==> config.mk <==
export PLATFORM = sky130hd
export DESIGN_NAME = toggle_activity_monitor
export DESIGN_NICKNAME = d
export VERILOG_FILES = /design/src/rtl/toggle_activity_monitor.sv
export SDC_FILE = /design/constraint.sdc
export NUM_CORES = 1
export LEC_CHECK = 0
export ABC_AREA = 1
export BUFFER_PORTS_ARGS = -buffer_cell sky130_fd_sc_hd__buf_4
export CAP_MARGIN = 10
export CORE_MARGIN = 1
export CORE_UTILIZATION = 64
export DETAILED_ROUTE_END_ITERATION = 6
export PLACE_DENSITY = 0.95
export SYNTH_ARGS = -nofsm -noshare
export SYNTH_HDL_FRONTEND = slang
export SYNTH_SLANG_ARGS = --single-unit
==> constraint.sdc <==
create_clock -name clk -period 11.6 [get_ports clk]
set_input_delay 1.74 -clock clk [delete_from_list [all_inputs] [get_ports clk]]
set_output_delay 1.74 -clock clk [all_outputs]
set_load 0.02 [all_outputs]
==> src/rtl/toggle_activity_monitor.sv <==
// toggle_activity_monitor: measures switching activity of an upstream netlist.
// Accepts the output vector as a valid/ready stream, computes the Hamming
// distance between consecutive samples, and reports the total (saturating) and
// peak toggle count once every WIN transitions.
// Optional feature macro: PER_BIT_TOGGLE_EN adds per-bit toggle counters
// reported on rpt_bit_cnt (field i = toggles of in_vec[i]).
module toggle_activity_monitor #(
  parameter int W     = 14,
  parameter int WIN   = 256,
  parameter int CNT_W = 24,
  localparam int PW   = $clog2(W + 1),
  localparam int BW   = $clog2(WIN + 1)
) (
  input  logic              clk,
  input  logic              rst,
  input  logic              clr,
  input  logic              in_valid,
  output logic              in_ready,
  input  logic [W-1:0]      in_vec,
  output logic              rpt_valid,
  input  logic              rpt_ready,
  output logic [CNT_W-1:0]  rpt_total,
  output logic [PW-1:0]     rpt_peak,
  output logic [15:0]       rpt_win_id
`ifdef PER_BIT_TOGGLE_EN
  ,
  output logic [W*BW-1:0]   rpt_bit_cnt
`endif
);

  typedef enum logic [1:0] {
    ST_EMPTY  = 2'd0,
    ST_RUN    = 2'd1,
    ST_REPORT = 2'd2
  } state_t;

  localparam logic [BW-1:0]    WIN_LAST = BW'(WIN);
  localparam logic [CNT_W-1:0] ACC_MAX  = {CNT_W{1'b1}};

  state_t             state;
  state_t             state_nxt;
  logic [W-1:0]       prev;
  logic [CNT_W-1:0]   acc;
  logic [PW-1:0]      peak;
  logic [BW-1:0]      cnt;
  logic [15:0]        win_id;

  logic               accept;
  logic               last_trans;
  logic [W-1:0]       diff;
  logic [PW-1:0]      hd;
  logic [CNT_W:0]     acc_sum;
  logic [CNT_W-1:0]   acc_nxt;
  logic [PW-1:0]      peak_nxt;
  logic [BW-1:0]      cnt_inc;

  // Number of set bits in a vector (Hamming weight).
  function automatic logic [PW-1:0] popcount(input logic [W-1:0] v);
    logic [PW-1:0] s;
    s = {PW{1'b0}};
    for (int i = 0; i < W; i++) begin
      s = s + PW'(v[i]);
    end
    return s;
  endfunction

  // State register.
  always_ff @(posedge clk or posedge rst) begin
    if (rst) begin
      state <= ST_EMPTY;
    end else begin
      state <= state_nxt;
    end
  end

  // Next-state logic; clr forces EMPTY and discards any pending report.
  always_comb begin
    state_nxt = state;
    case (state)
      ST_EMPTY: begin
        if (accept) state_nxt = ST_RUN;
        else        state_nxt = ST_EMPTY;
      end
      ST_RUN: begin
        if (accept && last_trans) state_nxt = ST_REPORT;
        else                      state_nxt = ST_RUN;
      end
      ST_REPORT: begin
        if (rpt_ready) state_nxt = ST_RUN;
        else           state_nxt = ST_REPORT;
      end
      default: state_nxt = ST_EMPTY;
    endcase
    if (clr) state_nxt = ST_EMPTY;
  end

  // Handshake outputs decoded from the state register only.
  always_comb begin
    in_ready  = 1'b0;
    rpt_valid = 1'b0;
    case (state)
      ST_EMPTY:  in_ready = ~rst;
      ST_RUN:    in_ready = ~rst;
      ST_REPORT: rpt_valid = 1'b1;
      default: begin
        in_ready  = 1'b0;
        rpt_valid = 1'b0;
      end
    endcase
  end

  // Per-transition arithmetic: Hamming distance, saturating sum, running max.
  always_comb begin
    accept     = in_valid & in_ready & ~clr;
    diff       = in_vec ^ prev;
    hd         = popcount(diff);
    acc_sum    = {1'b0, acc} + {{(CNT_W + 1 - PW){1'b0}}, hd};
    if (acc_sum[CNT_W]) acc_nxt = ACC_MAX;
    else                acc_nxt = acc_sum[CNT_W-1:0];
    if (hd > peak) peak_nxt = hd;
    else           peak_nxt = peak;
    cnt_inc    = cnt + {{(BW - 1){1'b0}}, 1'b1};
    last_trans = (cnt_inc == WIN_LAST);
  end

  // Window accumulators and registered report fields.
  always_ff @(posedge clk or posedge rst) begin
    if (rst) begin
      prev       <= {W{1'b0}};
      acc        <= {CNT_W{1'b0}};
      peak       <= {PW{1'b0}};
      cnt        <= {BW{1'b0}};
      win_id     <= 16'd0;
      rpt_total  <= {CNT_W{1'b0}};
      rpt_peak   <= {PW{1'b0}};
      rpt_win_id <= 16'd0;
    end else if (clr) begin
      acc  <= {CNT_W{1'b0}};
      peak <= {PW{1'b0}};
      cnt  <= {BW{1'b0}};
    end else begin
      case (state)
        ST_EMPTY: begin
          if (accept) prev <= in_vec;
        end
        ST_RUN: begin
          if (accept) begin
            prev <= in_vec;
            acc  <= acc_nxt;
            peak <= peak_nxt;
            cnt  <= cnt_inc;
            if (last_trans) begin
              rpt_total  <= acc_nxt;
              rpt_peak   <= peak_nxt;
              rpt_win_id <= win_id;
            end
          end
        end
        ST_REPORT: begin
          if (rpt_ready) begin
            acc    <= {CNT_W{1'b0}};
            peak   <= {PW{1'b0}};
            cnt    <= {BW{1'b0}};
            win_id <= win_id + 16'd1;
          end
        end
        default: begin
          acc  <= {CNT_W{1'b0}};
          peak <= {PW{1'b0}};
          cnt  <= {BW{1'b0}};
        end
      endcase
    end
  end

`ifdef PER_BIT_TOGGLE_EN
  logic [BW-1:0] bit_cnt     [W];
  logic [BW-1:0] bit_cnt_nxt [W];

  // Per-bit counts including the transition being accepted this cycle.
  always_comb begin
    for (int i = 0; i < W; i++) begin
      bit_cnt_nxt[i] = bit_cnt[i] + BW'(diff[i]);
    end
  end

  // Per-bit toggle counters, cleared alongside the window accumulators.
  always_ff @(posedge clk or posedge rst) begin
    if (rst) begin
      for (int i = 0; i < W; i++) bit_cnt[i] <= {BW{1'b0}};
      rpt_bit_cnt <= {(W * BW){1'b0}};
    end else if (clr) begin
      for (int i = 0; i < W; i++) bit_cnt[i] <= {BW{1'b0}};
    end else begin
      case (state)
        ST_RUN: begin
          if (accept) begin
            for (int i = 0; i < W; i++) bit_cnt[i] <= bit_cnt_nxt[i];
            if (last_trans) begin
              for (int i = 0; i < W; i++) rpt_bit_cnt[i*BW +: BW] <= bit_cnt_nxt[i];
            end
          end
        end
        ST_REPORT: begin
          if (rpt_ready) begin
            for (int i = 0; i < W; i++) bit_cnt[i] <= {BW{1'b0}};
          end
        end
        default: begin
          for (int i = 0; i < W; i++) bit_cnt[i] <= bit_cnt[i];
        end
      endcase
    end
  end
`endif

endmodule
==> out/metrics.cfg, run 1 <==
[pwr]
p_clk_share_pct=27.7
p_per_area_nw_per_um2=249
power.switching_uw=846
intPower_mw=1.09
p_seq_share_pct=21.2
p_comb_share_pct=51.1
ir_drop_v=0.000241
p_sw_share_pct=43.7
p_leak_nw=4.10

[critical_path]
path_max_fanout=20
crit_type=in -> reg
path_cells=buf_4, xnor2_1, fa_1, inv_1, fa_1, fa_1, inv_1, fa_1, inv_1, ha_1, inv_1, fa_1, xor2_1, inv_1, ha_1, nand2_1, nor2_1, nor2_1, nor2_4, nand2_1, nand3_1, nand2_1, o21ai_0
critPathMaxStageDelay_ns=0.55
critPathSlowestCell=fa_1
start_kind=primary input
cp.arrival_ns=7.03
endpoint_kind=register
cp_top_family=adder cells
cp.required_ns=11.94
worst-path-buf-inv=6

[yosys]
syn-num-nets=939
yosysUniqueCellTypes=30
netlist_instances=896
yosys_warnings=0
yosysSeqAreaShare_pct=42.7
syn-cell-area_um2=6630
postSynthAreaPerCell_um2=7.40
synth_seq_cells=113

[routing]
ant_nets=0
vias_per_cell=5.67
drt_iter0_markers=610
routed_wl_um=16800
routedWlPerCell_um=15.3
drc=11
dr.pass1.iters=7
vias=6248

[clocking]
hold_buffers=0
cts_resized=0
cts_max_path_buffers=2
htreeDepth=4
postCtsSetupBuffers=0
cts_tree=yes
cts_num_sinks=113
cts.clk_slew.worst_paths_ns=0.05
clk_latency_ns=0.54
numCtsBuffers=17
cts_root_buf=clkbuf_8

[floorplan]
row_count=36
die_area_um2=10800
io_pins=65
initial_core_util_pct=66.9
die_w_um=104
coreArea_um2=9910
die_h_um=104

[grt]
overflow=0
grt_pass1_wl_um=28900
track_usage_pct=34.1
antenna_found_initial=0
grt_start_max_net_pins=68
grt_pass1_vias=6299

[placement]
place.gp.congestion=0.992
dp_hpwl_um=10800
io_buffers=64

[finish]
regArea_um2=2830
n_fill_cell=628
fin_util_pct=78.3
layout_commonest_cell=nand2_1
mostFrequentLayoutCells=296 x nand2_1, 152 x inv_1, 113 x dfrtp_1
final_layout_size_suffix_gt1_share_pct=12.0
syn2layout_area_growth_pct=17.1
final_nets=999
insertedDiodeCount=0
multi_input_area_um2=3080

[sta]
setup_viol=0
layout_min_cycle_time_ns=6.69
rsz0062_at_grt=no
maxSlewViolCount=0
fin_setup_tns_ns=0
max_freq_mhz=149
max_slew.worst_pin.slew_ns=1.12
hold_violations=0
finalCritPeriodShare_pct=57.7
clock_skew_ns=0.00833
max-slew-margin-rel_pct=24.9

[run_status]
outcome=finished, violations left
violations=DRC

[hold_path]
hold_path_class=reg -> reg

[job]
maxCapViolCount=0

-- stage by stage --
step | hold slack, ns | power [mW] | instance area (µm²) | std cells | worst slack [ns]
finish | 0.474 | 1.93 | 7760 | 1101 | 4.91
global route | 0.486 | 2.09 | 7760 | 1101 | 4.56
CTS | 0.474 | 1.90 | 7760 | 1101 | 4.96
detailed placement | 0.461 | 1.33 | 7160 | 1070 | 4.44
global placement | 0.456 | 1.27 | 7160 | 1070 | 4.64
floorplan | 0.468 | 1.10 | 6630 | 896 | 5.37
-- synth_stat cells --
| cell | instances | area, µm² |
|---|---|---|
| a21boi_0 | 2 | 15.0 |
| a21o_1 | 1 | 7.51 |
| a21oi_1 | 7 | 35.0 |
| a21oi_2 | 1 | 8.76 |
| and2_1 | 1 | 6.26 |
| buf_2 | 13 | 65.1 |
| buf_6 | 4 | 45.0 |
| clkbuf_1 | 9 | 33.8 |
| clkinv_1 | 1 | 3.75 |
| dfrtp_1 | 113 | 2830 |
| fa_1 | 10 | 200 |
| ha_1 | 14 | 175 |
| inv_1 | 153 | 574 |
| inv_2 | 2 | 7.51 |
| nand2_1 | 296 | 1110 |
| nand2_2 | 6 | 37.5 |
| nand3_1 | 90 | 450 |
| nand3_2 | 2 | 20.0 |
| nand3_4 | 1 | 17.5 |
| nand3b_1 | 1 | 7.51 |
| nand4_1 | 34 | 213 |
| nor2_1 | 50 | 188 |
| nor2_2 | 3 | 18.8 |
| nor2_4 | 2 | 22.5 |
| nor2_8 | 1 | 20.0 |
| nor3_1 | 6 | 30.0 |
| o21ai_0 | 33 | 165 |
| o22ai_1 | 11 | 68.8 |
| xnor2_1 | 6 | 52.6 |
| xor2_1 | 23 | 201 |
-- worst paths after layout --
| kind | slack (ns) | startpoint | end | cells after the start |
|---|---|---|---|---|
| max | 4.91 | in_vec[0] | acc[18]$_DFFE_PP0P_ | 23 |
| min reg2reg | 0.47 | rpt_total[11]$_DFFE_PP0P_ | rpt_total[11]$_DFFE_PP0P_ | 2 |
| min | 0.47 | rpt_total[11]$_DFFE_PP0P_ | rpt_total[11]$_DFFE_PP0P_ | 2 |
| min in group asynchronous | 1.30 | rst | rpt_win_id[1]$_DFFE_PP0P_ | 2 |
| max in group asynchronous | 9.03 | rst | acc[15]$_DFFE_PP0P_ | 3 |
| max reg2reg | 5.81 | prev[0]$_DFFE_PP0P_ | acc[18]$_DFFE_PP0P_ | 22 |
-- metal layers --
layer	share of wire, %	track usage [%]	vias up
li1	-	-	2915
met1	38	39.2	2908
met2	50	56.6	337
met3	7.3	8.06	88
met4	4.4	23.4	0
met5	0	0	-
-- flip-flops by register name, indices dropped and copies added (netlist names) --
register	count
win_id	16
rpt_total	24
rpt_win_id	16
peak	4
acc	24
rpt_peak	4
prev	14
cnt	9
state	2
-- final cells by class --
class                      instances  share of cell area (%)
multi-input combinational        601                    39.7
sequential                       113                    36.4
inverter                         156                    7.58
timing repair buffer              67                    6.48
clock buffer                      20                    5.61
tap                              133                    2.14
clock inverter                    11                    2.10
-- kinds of logic after synthesis --
kind of cell               Yosys count  share of synthesized area (%)
buffers and inverters              182                           11.0
adders and majority gates           24                           5.66
DFF                                113                           42.7
AOI/OAI and AO/OA                   55                           4.53
and+or+nand+nor                    493                           32.3
xor gates and xnor gates            29                           3.83
-- power groups by stage --
stage	logic (mW)	registers (mW)	clock network, mW
4_1_cts	0.950	0.409	0.541
6_report	0.989	0.409	0.537
3_3_place_gp	0.859	0.415	0
3_5_place_dp	0.910	0.416	0
2_1_floorplan	0.690	0.415	0
5_1_grt	1.12	0.410	0.561
-- worst min-delay path: cells and delay by family, from the launching register on --
family	cells	cell delay, ns
flip-flops	1	0.34
AND/OR/NAND/NOR	2	0.11
(Power assumes the default switching activity.)
==> run 2, diff against run 1 <==
CORE_UTILIZATION = 54   (was 64)
PLACE_DENSITY = 0.87   (was 0.95)
clock period = 5.4 ns   (was 11.6 ns; I/O delays follow)
==> out/metrics.cfg, run 2 (synthesized netlist as in run 1, its figures left out) <==
[routing]
dr.pass1.iters=7
routed_wl_um=16600
drt_iter0_markers=617
routedWlPerCell_um=14.5
vias_per_cell=5.45
vias=6230
ant_nets=0
drc=2

[finish]
fin_cells=1144
reg_top3=acc: 24 flops, rpt_total: 24 flops
final_nets=1027
mostFrequentLayoutCells=289 x nand2_1, 152 x inv_1, 113 x dfrtp_1
final_layout_size_suffix_gt1_share_pct=15.8
regArea_um2=2830
insertedDiodeCount=0
layout_commonest_cell=nand2_1
syn2layout_area_growth_pct=22.0
n_fill_cell=954
multi_input_area_um2=3150

[clocking]
htreeDepth=4
numCtsBuffers=17
cts.clk_slew.worst_paths_ns=0.05
clk_latency_ns=0.42
cts_tree=yes
cts_max_path_buffers=2
cts_root_buf=clkbuf_16
cts_num_sinks=113

[sta]
max_slew.worst_pin.slew_ns=1.14
max_freq_mhz=192
hold_violations=0
layout_min_cycle_time_ns=5.20
setup_viol=0
fin_setup_tns_ns=0
finalCritPeriodShare_pct=96.2
rsz0062_at_grt=no
max-slew-margin-rel_pct=23.7
maxSlewViolCount=0
clock_skew_ns=0.00928
layout_setup_ws_ns=0.204

[critical_path]
endpoint_kind=register
cp.required_ns=5.75
path_max_fanout=10
crit_type=in -> reg
cp.arrival_ns=5.55
start_kind=primary input

[hold_path]
hold_path_class=reg -> reg

[grt]
overflow=0
top_usage_layer=met2
gr-usage-met2_pct=46.3
grt_pass1_vias=5880
track_usage_pct=27.3
grt_start_max_net_pins=74
grt_pass1_wl_um=27400
use_met3_pct=6.11
use_met1_pct=34.1
antenna_found_initial=0

[pwr]
intPower_mw=2.92
p_leak_nw=4.28
p_comb_share_pct=58.0
p_clk_share_pct=23.5
ir_drop_v=0.000775
power.switching_mw=1.84
p_seq_share_pct=18.5
p_per_area_nw_per_um2=588
p_sw_share_pct=38.7

[floorplan]
io_pins=65
die_area_um2=12700
initial_core_util_pct=55.2
row_count=40
die_h_um=113
die_w_um=113
coreArea_um2=12000

[run_status]
outcome=finished, violations left
violations=DRC

[placement]
place.gp.congestion=0.898
dp_hpwl_um=10600
io_buffers=64
dpl_worst_slack_ns=-0.311
dp.cells=1108

[job]
maxCapViolCount=0

## run 2: changes by cell type in the layout (fill, tap and decap cells not counted), sizes merged
| cell | previous run | this run |
|---|---|---|
| clkbuf | 20 | 24 |
| buf | 67 | 94 |
| bufinv | 4 | 2 |
| clkinvlp | 3 | 1 |
| clkinv | 5 | 7 |
## run 2: per-stage QoR
step	hold slack (ns)	cell area (µm²)	power (mW)	util [%]
after global placement	0.456	7370	3.31	61.4
after global routing	0.493	8090	5.14	67.3
final	0.474	8090	4.76	67.3
after floorplan	0.468	6630	2.37	-
after CTS	0.475	7970	4.53	66.3
after detailed placement	0.461	7370	3.38	61.4
## run 2: layer usage
layer / wire length [µm] / up-vias / part of all wire, %
li1: - / 2966 / -
met1: 6860 / 2955 / 41
met2: 8230 / 258 / 50
met3: 1060 / 51 / 6.4
met4: 450 / 0 / 2.7
met5: 0 / - / 0
## run 2: power by group through the flow
stage	Combinational, mW	Sequential [mW]	Clock, mW
floorplan	1.48	0.890	0
global placement	2.42	0.892	0
detailed placement	2.49	0.893	0
CTS	2.53	0.879	1.12
global route	3.09	0.881	1.17
finish	2.76	0.880	1.12
## run 2: final timing paths
path	from	end	slack, ns	cells past startpoint
max reg2reg	prev[5]$_DFFE_PP0P_	rpt_total[9]$_DFFE_PP0P_	0.27	19
max in group asynchronous	rst	rpt_total[12]$_DFFE_PP0P_	3.69	3
min in group asynchronous	rst	acc[3]$_DFFE_PP0P_	0.60	2
max	in_vec[5]	rpt_total[9]$_DFFE_PP0P_	0.20	20
min reg2reg	rpt_total[14]$_DFFE_PP0P_	rpt_total[14]$_DFFE_PP0P_	0.47	2
min	rpt_total[14]$_DFFE_PP0P_	rpt_total[14]$_DFFE_PP0P_	0.47	2
## run 2: repair_timing
| item | CTS | global route |
|---|---|---|
| hold endpoints to repair | 0 | 0 |
| hold buffers | 0 | 0 |
| setup buffers | 0 | 3 |
| endpoints found under the setup margin | 0 | 49 |
| resized for setup | 0 | 20 |
## run 2: critical path, cell delays in order
cell and delay, ns:
buf_4 0.12, xor2_2 0.15, fa_1 0.52, fa_1 0.52, fa_1 0.54, inv_1 0.05
fa_1 0.52, inv_1 0.04, ha_1 0.19, inv_1 0.08, fa_1 0.47, fa_1 0.45
nor2_2 0.18, nor2_4 0.08, nor2_4 0.13, nand2_4 0.09, buf_12 0.18, nand3_1 0.12
nand3_1 0.15, nand2_1 0.14
## run 2: area by class of cell
type | instances | share of cell area (%)
clock inverters | 9 | 1.30
multi-input cells | 601 | 39.0
well taps | 147 | 2.27
clock buffers | 23 | 6.03
flip-flops and latches | 113 | 35.0
inverters | 156 | 7.27
repair buffers | 95 | 9.19
==> run 3, diff against run 2 <==
ABC_AREA = unset   (was 1)
CORE_ASPECT_RATIO = 1.5   (was unset)
CORE_UTILIZATION = 53   (was 54)
PLACE_DENSITY = 0.86   (was 0.87)
==> out/metrics.cfg, run 3 <==
[yosys]
postSynthAreaPerCell_um2=9.59
yosys.area_share.simple_pct=17.0
syn-cell-area_um2=5950
synthArstFlopShare_pct=100
ys.flop_type=dfrtp_1
synth_top_cell_area_share_pct=47.5
synth_top_family_by_area=simple AND/OR/NAND/NOR gates
synthXorXnorAreaFrac_pct=6.77
synth_fa_ha_area_share_pct=6.31
yosys.area.top_type=dfrtp_1
yosysSeqAreaShare_pct=47.5
syn-num-nets=663
yosysMostFrequentCell=dfrtp_1
netlist_top_cells_count=113 x dfrtp_1, 92 x nand2_1, 56 x o21ai_0
synth_area_leaders=dfrtp_1 48%, nand2_1 5.8%, o21ai_0 4.7%
synth_compound_area_share_pct=14.5
yosysUniqueCellTypes=52
synth_seq_cells=113
netlist_instances=620
synthMuxAreaShare_pct=3.68
synth-edff-count=0
yosys_warnings=0

[routing]
drc=0
dr.pass1.iters=6
routed_wl_um=14700
ant_nets=0
vias=5074
drt_iter0_markers=389
routedWlPerCell_um=16.9
vias_per_cell=5.82

[sta]
max_freq_mhz=184
layout_setup_ws_ns=-0.0294
max-slew-margin-rel_pct=5.85
maxSlewViolCount=0
clock_skew_ns=0.0119
finalCritPeriodShare_pct=101
max_slew.worst_pin.slew_ns=1.41
fin_setup_tns_ns=-0.0534
hold_violations=0
setup_viol=3
layout_min_cycle_time_ns=5.43
fin_hold_ws_ns=0.465
rsz0062_at_grt=yes

[critical_path]
endpoint_kind=register
rr_worst_depth=18
r2r_setup_slack_ns=0.01
path_max_fanout=4
path_cells=buf_8, xnor2_4, fa_1, inv_2, fa_1, fa_1, inv_1, fa_1, inv_1, ha_1, a21o_1, a21o_1, ha_1, o21ai_0, o21a_1, nor3_1, o211ai_1, o21ai_0, o21ai_0
r2r_start=prev[1]$_DFFE_PP0P_
critPathSlowestCell=fa_1
worst-path-buf-inv=4
cp_top_family=adder cells
cp.arrival_ns=5.71
cp.depth=19
critPathMaxStageDelay_ns=0.62
reg2reg_to=rpt_total[21]$_DFFE_PP0P_
start_kind=primary input
cp.required_ns=5.69
crit_type=in -> reg
cpMostUsedCell=fa_1

[finish]
fin_cells=872
multi_input_area_um2=3020
final_area_um2=7630
regArea_um2=2830
fin_util_pct=69.3
final_layout_size_suffix_gt1_share_pct=25.7
mostFrequentLayoutCells=113 x dfrtp_1, 100 x buf_4, 92 x nand2_1
insertedDiodeCount=0
layout_commonest_cell=dfrtp_1
final_nets=755
n_fill_cell=762
reg_top3=acc: 24 flops, rpt_total: 24 flops
syn2layout_area_growth_pct=28.2

[pwr]
finalPower_mw=5.53
ir_drop_v=0.00128
p_leak_nw=3.55
p_per_area_nw_per_um2=726

[placement]
io_buffers=64
dpl_worst_slack_ns=-0.425
place.gp.congestion=0.917
dpl-instance-area_um2=6770
dp.cells=837
dp_hpwl_um=9540

[floorplan]
coreArea_um2=11000
die_h_um=132
initial_core_util_pct=54.1
die_w_um=88.5
io_pins=65
row_count=47
die_area_um2=11700

[grt]
grt_start_max_net_pins=60
grt_pass1_vias=5022
grt_pass1_wl_um=23400
antenna_found_initial=0
track_usage_pct=26.1
overflow=0

[clocking]
htreeDepth=4
cts_root_buf=clkbuf_16
clk_latency_ns=0.42
cts_max_path_buffers=2
cts.clk_slew.worst_paths_ns=0.05
hold_buffers=0
cts_tree=yes
numCtsBuffers=17
cts_num_sinks=113

[hold_path]
hold_start=rpt_win_id[11]$_DFFE_PP0P_
hold_path_class=reg -> reg
worstHoldPathCells=2
holdPathEnd=rpt_win_id[11]$_DFFE_PP0P_

[run_status]
outcome=finished, violations left
violations=setup timing

[job]
maxCapViolCount=0

run 3: logic make-up (layout without fill, tap and decap cells):
kind of cell             count (synthesis)  in the layout
AO/OA/AOI/OAI                          143            143
AND/OR/NAND/NOR                        213            213
adder cells (fa/ha/maj)                 24             24
multiplexers                            20             20
flip-flops                             113            113
XOR/XNOR                                46             46
buffers and inverters                   61            166
run 3: what timing repair did:
item | 4_1_cts | 5_1_grt
buffers inserted | 0 | 3
pin swaps | 1 | 14
resized for setup | 3 | 32
endpoints found under the setup margin | 5 | 56
run 3: area by class of cell:
class / count / share of cell area, %
Multi-Input combinational cell: 446 / 39.6
Sequential cell: 113 / 37.1
Timing Repair Buffer: 104 / 10.5
Clock buffer: 22 / 6.22
Clock inverter: 10 / 2.67
Tap cell: 147 / 2.41
Inverter: 30 / 1.51
run 3: worst max-delay path by stage:
stage	start	endpoint	slack, ns
after global placement	in_vec[5]	rpt_total[5]$_DFFE_PP0P_	-0.29
after CTS	in_vec[0]	peak[3]$_DFFE_PP0P_	0.006
after global routing	in_vec[1]	acc[17]$_DFFE_PP0P_	-0.21
after floorplan	in_vec[5]	acc[5]$_DFFE_PP0P_	0.001
final	in_vec[1]	rpt_total[21]$_DFFE_PP0P_	-0.03
after detailed placement	in_vec[7]	acc[9]$_DFFE_PP0P_	-0.42
run 3: power by group:
part           total, mW  leakage (nW)  switching (mW)  internal, mW
Combinational       3.35          1.67            1.65          1.70
Sequential         0.903          1.54          0.0256         0.877
Clock               1.29         0.334           0.387         0.900
Total               5.53          3.55            2.06          3.48
run 3: layer usage:
layer  vias to the layer above  wire [µm]  global-route usage [%]
met5                         -          0                       0
met4                         0        397                    11.4
met3                        41        699                    5.57
met2                       211       7870                    44.9
met1                      2497       5740                    30.9
li1                       2325          -                       -
run 3: worst reg2reg max path, cell delays in order, from the launching register on:
cell and delay (ns):
dfrtp_1 0.44, xnor2_4 0.16, fa_1 0.56, inv_2 0.05, fa_1 0.45, fa_1 0.54, inv_1 0.07, fa_1 0.62
inv_1 0.08, ha_1 0.30, a21o_1 0.17, a21o_1 0.22, ha_1 0.33, o21ai_0 0.17, o21a_1 0.26, nor3_1 0.38
o211ai_1 0.19, o21ai_0 0.15, o21ai_0 0.11
